===== src/rtl/mult_row_sequencer_if.sv =====
// rtl/mult_row_sequencer_if.sv - start/busy/done handshake and operand/result bundle for mult_row_sequencer
interface mult_row_sequencer_if #(
    parameter int WIDTH = 8
) ();
    logic                   start;
    logic [WIDTH-1:0]       m;
    logic [WIDTH-1:0]       q;
    logic                   busy;
    logic                   done;
    logic [2*WIDTH-1:0]     product;

    modport master (
        output start, m, q,
        input  busy, done, product
    );

    modport slave (
        input  start, m, q,
        output busy, done, product
    );
endinterface


===== src/rtl/mult_row_sequencer.sv =====
// rtl/mult_row_sequencer.sv - iterative unsigned multiplier retiring two multiplier bits per clock (optional MULT_ZERO_SKIP_EN early finish)
module mult_row_sequencer #(
    parameter int WIDTH = 8
) (
    input  logic                clk,
    input  logic                rst,
    mult_row_sequencer_if.slave bus
);
    localparam int ROWS  = WIDTH / 2;
    localparam int IDX_W = (ROWS > 1) ? $clog2(ROWS) : 1;
    localparam int PW    = 2 * WIDTH;

    generate
        if ((WIDTH < 2) || ((WIDTH % 2) != 0)) begin : g_bad_width
            $error("mult_row_sequencer: WIDTH must be even and >= 2");
        end
    endgenerate

    typedef enum logic [1:0] {
        S_IDLE = 2'd0,
        S_RUN  = 2'd1,
        S_DONE = 2'd2
    } state_t;

    state_t             state_q, state_d;
    logic [WIDTH-1:0]   m_q, m_d;
    logic [WIDTH-1:0]   q_q, q_d;
    logic [PW-1:0]      acc_q, acc_d;
    logic [PW-1:0]      product_q, product_d;
    logic [IDX_W-1:0]   idx_q, idx_d;

    logic [1:0]         q_pair;
    logic [WIDTH+1:0]   row;
    logic [PW-1:0]      row_sh;
    logic [PW-1:0]      acc_sum;
    logic               last_row;
    logic               finish;
`ifdef MULT_ZERO_SKIP_EN
    logic [WIDTH-1:0]   q_rem;
`endif

    // Row datapath: m * q[2i+1:2i], weighted by 4^i, added into the accumulator
    always_comb begin
        q_pair   = q_q[{idx_q, 1'b0} +: 2];
        row      = {2'b00, m_q} * {{WIDTH{1'b0}}, q_pair};
        row_sh   = PW'(row) << {idx_q, 1'b0};
        acc_sum  = acc_q + row_sh;
        last_row = (idx_q == IDX_W'(ROWS - 1));
`ifdef MULT_ZERO_SKIP_EN
        // Multiplier bits not yet consumed once this row is retired
        q_rem    = q_q >> (2 * (int'(idx_q) + 1));
        finish   = last_row || (q_rem == '0);
`else
        finish   = last_row;
`endif
    end

    // Next-state and register update decisions for IDLE/RUN/DONE
    always_comb begin
        state_d   = state_q;
        m_d       = m_q;
        q_d       = q_q;
        acc_d     = acc_q;
        product_d = product_q;
        idx_d     = idx_q;
        case (state_q)
            S_IDLE: begin
                if (bus.start) begin
                    m_d       = bus.m;
                    q_d       = bus.q;
                    acc_d     = '0;
                    idx_d     = '0;
                    product_d = '0;
                    state_d   = S_RUN;
                end
            end
            S_RUN: begin
                acc_d = acc_sum;
                idx_d = idx_q + IDX_W'(1);
                if (finish) begin
                    product_d = acc_sum;
                    state_d   = S_DONE;
                end
            end
            S_DONE: begin
                state_d = S_IDLE;
            end
            default: begin
                state_d = S_IDLE;
            end
        endcase
    end

    // State and datapath registers; reset aborts any operation in flight
    always_ff @(posedge clk or posedge rst) begin
        if (rst) begin
            state_q   <= S_IDLE;
            m_q       <= '0;
            q_q       <= '0;
            acc_q     <= '0;
            product_q <= '0;
            idx_q     <= '0;
        end else begin
            state_q   <= state_d;
            m_q       <= m_d;
            q_q       <= q_d;
            acc_q     <= acc_d;
            product_q <= product_d;
            idx_q     <= idx_d;
        end
    end

    assign bus.busy    = (state_q != S_IDLE);
    assign bus.done    = (state_q == S_DONE);
    assign bus.product = product_q;
endmodule


===== src/flat_wrapper.sv =====
// flat-port wrapper written by rule: the top's interface ports become plain ports
module mult_row_sequencer_flat 
#(
    parameter int WIDTH = 8
)
  (clk, rst, bus_start, bus_m, bus_q, bus_busy, bus_done, bus_product);
  mult_row_sequencer_if #(.WIDTH(WIDTH)) bus_i ();
  input  logic clk;
  input  logic rst;
  input wire logic [$bits(bus_i.start)-1:0] bus_start;
  input wire logic [$bits(bus_i.m)-1:0] bus_m;
  input wire logic [$bits(bus_i.q)-1:0] bus_q;
  output wire logic [$bits(bus_i.busy)-1:0] bus_busy;
  output wire logic [$bits(bus_i.done)-1:0] bus_done;
  output wire logic [$bits(bus_i.product)-1:0] bus_product;
  assign bus_i.start = bus_start;
  assign bus_i.m = bus_m;
  assign bus_i.q = bus_q;
  assign bus_busy = bus_i.busy;
  assign bus_done = bus_i.done;
  assign bus_product = bus_i.product;
  mult_row_sequencer #(.WIDTH(WIDTH)) u_core (.clk(clk), .rst(rst), .bus(bus_i));
endmodule

===== config.mk =====
export PLATFORM = sky130hd
export DESIGN_NAME = mult_row_sequencer_flat
export DESIGN_NICKNAME = d
export VERILOG_FILES = /design/src/rtl/mult_row_sequencer_if.sv /design/src/rtl/mult_row_sequencer.sv /design/src/flat_wrapper.sv
export SDC_FILE = /design/constraint.sdc
export NUM_CORES = 1
export LEC_CHECK = 0
export CAP_MARGIN = 20
export CORE_MARGIN = 2
export CORE_UTILIZATION = 50
export DETAILED_ROUTE_END_ITERATION = 8
export PLACE_DENSITY = 0.68
export SYNTH_ARGS = -nofsm -noshare
export SYNTH_HDL_FRONTEND = slang
export SYNTH_SLANG_ARGS = --single-unit

===== constraint.sdc =====
create_clock -name clk -period 5.7 [get_ports clk]
set_input_delay 0.855 -clock clk [delete_from_list [all_inputs] [get_ports clk]]
set_output_delay 0.855 -clock clk [all_outputs]
set_load 0.02 [all_outputs]

==> results.yml, run 1 <==
outcome:
  outcome: "finished, final reports clean"
synthesis:
  syn_nets: 421
  syn_area_per_cell_um2: 9.323
  yosysTopAreaCell: "dfrtp_1"
  synth.area.top_cells: "dfrtp_1, ha_1, nand2_1"
  synth_area_um2: 3515
  synth-async-reset-ratio_pct: 100.0
  synth.top_cell.area_share_pct: 37.02
  synth_top_flop_cell: "dfrtp_1"
  synthCells: 377
  ys_seq_elements: 52
  synth-edff-count: 0
  yosysSeqAreaShare_pct: 37.02
  ys_types: 59
  yosysWarnings: 0
critical_path:
  arrival_ps: 4960
  end_kind: "register"
  cp-start-kind: "register"
  required_ps: 5920
  path_class: "register to register"
  cp_max_fo: 8
routing:
  dr_wl_met3_um: 345
  wire_per_inst_um: 15.70
  vias_per_cell: 5.715
  wl_met1_um: 3862
  wl_met2_um: 3689
  first_pass_iters: 6
  routed.top_layer: "met4"
  num_vias: 2903
  remaining_drc_errors: 0
  drt_iter0_markers: 121
  ant_nets: 0
  wl_um: 7978
layout:
  n_antenna_cell: 0
  utilization_pct: 60.55
  nets: 455
  layout_common_cells: "nand2_1, dfrtp_1, clkdlybuf4s50_1"
  seqCellArea_um2: 1301
  layout_commonest_cell: "nand2_1"
  multi_input_area_um2: 2122
  fin_area_um2: 4114
  nFillCells: 597
  area_delta_synth_final_pct: 17.05
  drive_above_1_share_pct: 10.92
grt:
  grt_pass1_wl_um: 13220
  grt_max_degree: 31
  grtUsageTotal_pct: 21.79
  antenna_found_initial: 0
  grt_overflow: 0
  grt_pass1_vias: 2702
placed_design:
  io_buffers: 36
  hpwlAfterDp_um: 6022
  place.gp.congestion: 0.8653
  dpl_cell_area_um2: 3988
cts:
  holdBufCountCts: 0
  cts_resized: 0
  clk_pin_slew_ps: 90
  cts_root_buf: "clkbuf_8"
  tritoncts: "yes"
  numCtsBuffers: 5
  clk_latency_ps: 310
  cts_max_level: 2
  cts_sinks: 52
  cts_setup_buffers: 0
  clk_path_buf_depth: 2
timing:
  worst_pin_slew_ps: 947.6
  rsz0062_at_grt: "false"
  period_share_pct: 83.15
  fin_setup_tns_ps: 0
  setup_viol: 0
  slew-limit-headroom_pct: 36.76
  holdWs_ps: 481.5
  min_period_ps: 4739
  slew_violations: 0
  finalHoldViolCount: 0
  skew_ps: 13.29
  clock.fmax_mhz: 211.0
floorplanning:
  die_w_um: 87.84
  start_util_pct: 51.73
  die_area_um2: 7716
  die_h_um: 87.84
  core_area_um2: 6794
  rows: 30
  ios: 37
job:
  drv_cap: 0
worst_hold_path:
  holdCritPathClass: "register to register"
-- per-layer routing --
layer,vias to the layer above,global-route usage (%)
met5,-,0
met4,0,4.476
met3,6,4.241
met2,56,34.23
met1,1409,31.50
li1,1432,-
-- flip-flops by register name, summed over array words and instances, names as in the netlist --
name / count
u_core.q_q: 8
u_core.acc_q: 16
u_core.bus.product: 16
u_core.state_q: 2
u_core.idx_q: 2
u_core.m_q: 8
-- cells in the mapped netlist (7+ instances only) --
cell type	instances
ha_1	23
clkbuf_1	9
and2_1	14
nor2_1	18
mux2_2	16
nor3_1	7
dfrtp_1	52
a21o_1	7
inv_1	11
nand3_1	8
a21oi_1	16
xnor2_1	10
o21ai_0	17
nand2_1	60
-- per-stage QoR --
step                std cells  setup WS, ps
global route              508         572.8
floorplan                 377          1465
global placement          499          1099
CTS                       508         923.8
detailed placement        500         930.4
finish                    508         960.6
-- final cells by class --
type / instances / area share (%)
Tap cell: 96 / 2.920
Clock inverter: 1 / 0.7299
Inverter: 11 / 1.004
Multi-Input combinational cell: 301 / 51.58
Clock buffer: 7 / 2.342
Sequential cell: 52 / 31.63
Timing Repair Buffer: 40 / 9.793
-- worst max-delay path, stage by stage (launching register included) --
cell and delay, ps:
dfrtp_1 490, mux4_2 620, nand2_1 150, inv_1 60
ha_1 290, a21o_1 180, a21oi_1 270, o211ai_1 200
xnor2_1 190, a221oi_1 420, ha_1 380, and3_4 230
a221o_1 360, a221oi_2 350, xnor2_1 210, nor2_1 80
nor3_1 200
-- worst paths after layout --
kind	cells past startpoint	slack, ps	startpoint	endpoint
min in group asynchronous	2	900	rst	u_core.acc_q[14]
min reg2reg	2	480	u_core.bus.product[1]	u_core.bus.product[1]
max in group asynchronous	3	4260	rst	u_core.q_q[0]
max	16	960	u_core.idx_q[0]	u_core.bus.product[11]
min	2	480	u_core.bus.product[1]	u_core.bus.product[1]
max reg2reg	16	960	u_core.idx_q[0]	u_core.bus.product[11]
-- logic make-up (layout without fill, tap and decap cells) --
| family | Yosys count | after routing | share of synthesized area (%) |
|---|---|---|---|
| buffers and inverters | 24 | 59 | 2.670 |
| adder cells (fa/ha/maj) | 25 | 25 | 9.327 |
| multiplexers | 24 | 24 | 8.117 |
| XOR/XNOR | 16 | 16 | 3.987 |
| AND/OR/NAND/NOR | 143 | 143 | 20.22 |
| AO/OA/AOI/OAI | 93 | 93 | 18.65 |
| flip-flops | 52 | 52 | 37.02 |
Power of run 1 is not shown: default switching activity piles up to over one toggle a cycle in this logic, so the estimate is an artifact.
==> run 2: changes to the inputs <==
- clock period: 5.7 -> 4.48 ns (I/O delays scaled with it)
==> run 2 against run 1 <==
Net effect: non-clock buffer count increased by 33; maximum frequency up 10%; via count increased by 4.9%; global-route usage increased by 1.1 points; worst hold slack got worse by 0.92 ps; critical path depth rose by 1; first-iteration DRC count rose by 24%; sequential cell count unchanged; die area stayed put; utilization increased by 4.9 points; final cell count rose by 6.3%; critical path type unchanged; largest cell class unchanged; highest routed layer unchanged.
==> results.yml, run 2 (same netlist as run 1, synthesis figures left out) <==
outcome:
  outcome: "finished, final reports clean"
cts:
  numCtsBuffers: 5
  cts_root_buf: "clkbuf_8"
  cts_max_level: 2
  cts_sinks: 52
  clk_latency_ps: 310
  clk_path_buf_depth: 2
  tritoncts: "yes"
  clk_pin_slew_ps: 90
routing:
  remaining_drc_errors: 0
  drt_iter0_markers: 150
  wire_per_inst_um: 15.45
  ant_nets: 0
  wl_um: 8343
  first_pass_iters: 4
  vias_per_cell: 5.639
  num_vias: 3045
floorplanning:
  start_util_pct: 51.73
  die_w_um: 87.84
  die_h_um: 87.84
  rows: 30
  ios: 37
  die_area_um2: 7716
  core_area_um2: 6794
critical_path:
  cp_slowest_cell: "mux4_2"
  crit_chain: "mux4_2 > nand2_2 > inv_1 > ha_1 > a21o_1 > a21oi_2 > o211ai_1 > or3_1 > a21oi_1 > nor3_1 > ha_1 > a21o_1 > a221o_1 > a221oi_2 > xnor2_2 > a21oi_2 > nor3_2"
  r2r-start: "u_core.idx_q[0]"
  crit_path_start: "u_core.idx_q[0]"
  cpPeakStageDelay_ps: 580
  required_ps: 4710
  cp-start-kind: "register"
  cp_max_fo: 5
  path_class: "register to register"
  end_kind: "register"
  arrival_ps: 4530
layout:
  layout_common_cells: "nand2_1, dfrtp_1, clkdlybuf4s50_1"
  fin_area_um2: 4446
  drive_above_1_share_pct: 22.52
  area_delta_synth_final_pct: 26.49
  n_antenna_cell: 0
  layout_commonest_cell: "nand2_1"
  nets: 488
job:
  drv_cap: 0
grt:
  grt_overflow: 0
  grtUsageTotal_pct: 22.85
  grt_pass1_wl_um: 13880
  grt_pass1_vias: 2925
  antenna_found_initial: 0
  grt_max_degree: 53
timing:
  setup_viol: 0
  period_share_pct: 95.99
  min_period_ps: 4300
  clock.fmax_mhz: 232.5
  skew_ps: 10.24
  slew_violations: 0
  rsz0062_at_grt: "true"
  worst_pin_slew_ps: 675.0
  slew-limit-headroom_pct: 55.00
  finalHoldViolCount: 0
placed_design:
  dpl_cell_area_um2: 4168
  place.gp.congestion: 0.8947
  hpwlAfterDp_um: 6054
  io_buffers: 36
worst_hold_path:
  hold_start: "u_core.bus.product[2]"
  holdCritPathClass: "register to register"
## run 2: cell count changes in the layout (fill, tap and decap cells not counted), moves of 3 or more
cell / previous run / this run
ha_4: 0 / 4
nor3_2: 0 / 3
ha_1: 23 / 18
nor3_1: 7 / 4
nand2_1: 60 / 57
buf_4: 3 / 35
nand2_2: 0 / 3
## run 2: stage by stage
step,TNS [ps],std cells,worst slack (ps),hold slack (ps),util (%)
finish,0,540,179.7,480.5,65.43
global route,-105.6,540,-54.77,506.5,65.43
global placement,0,526,103.8,459.3,61.34
floorplan,0,377,244.7,452.4,-
CTS,0,533,15.62,488.9,62.54
detailed placement,-22.06,526,-14.02,468.8,61.34
## run 2: per-layer routing
layer | share of wire (%) | GRT usage, % | vias to the layer above
li1 | - | - | 1495
met2 | 46 | 36.91 | 63
met1 | 48 | 31.81 | 1472
met3 | 3.8 | 3.676 | 15
met4 | 2.0 | 6.573 | 0
met5 | 0 | 0 | -
## run 2: what timing repair did
item	CTS	global route
hold buffers	0	0
setup endpoints to repair	3	14
resized for setup	1	32
cloned	0	0
pin swaps	0	24
setup buffers	0	7
## run 2: worst paths after layout
| check | slack, ps | end | cells past startpoint |
|---|---|---|---|
| setup / recovery | 180 | u_core.bus.product[11] | 17 |
| hold / removal | 480 | u_core.bus.product[2] | 2 |
| setup reg to reg | 180 | u_core.bus.product[11] | 17 |
| hold reg to reg | 480 | u_core.bus.product[2] | 2 |
| max in group asynchronous | 3160 | u_core.idx_q[0] | 3 |
| min in group asynchronous | 850 | u_core.acc_q[13] | 3 |
## run 2: worst max-delay path, delay by kind of cell (launching register included)
family | cells | cell delay, ps
compound gates | 8 | 1730
simple gates | 4 | 690
fa+ha+maj | 2 | 590
mux | 1 | 580
flops | 1 | 410
xor+xnor | 1 | 190
buf+inv | 1 | 40
## run 2: cell type report
type	count	area [µm²]
fill	581	2349
multi-input combinational	301	2256
sequential	52	1303
timing repair buffer	73	645.6
tap	96	120.1
clock buffer	6	72.57
inverter	11	43.79
clock inverter	1	5.005
Power of run 2 is left out for the same reason.
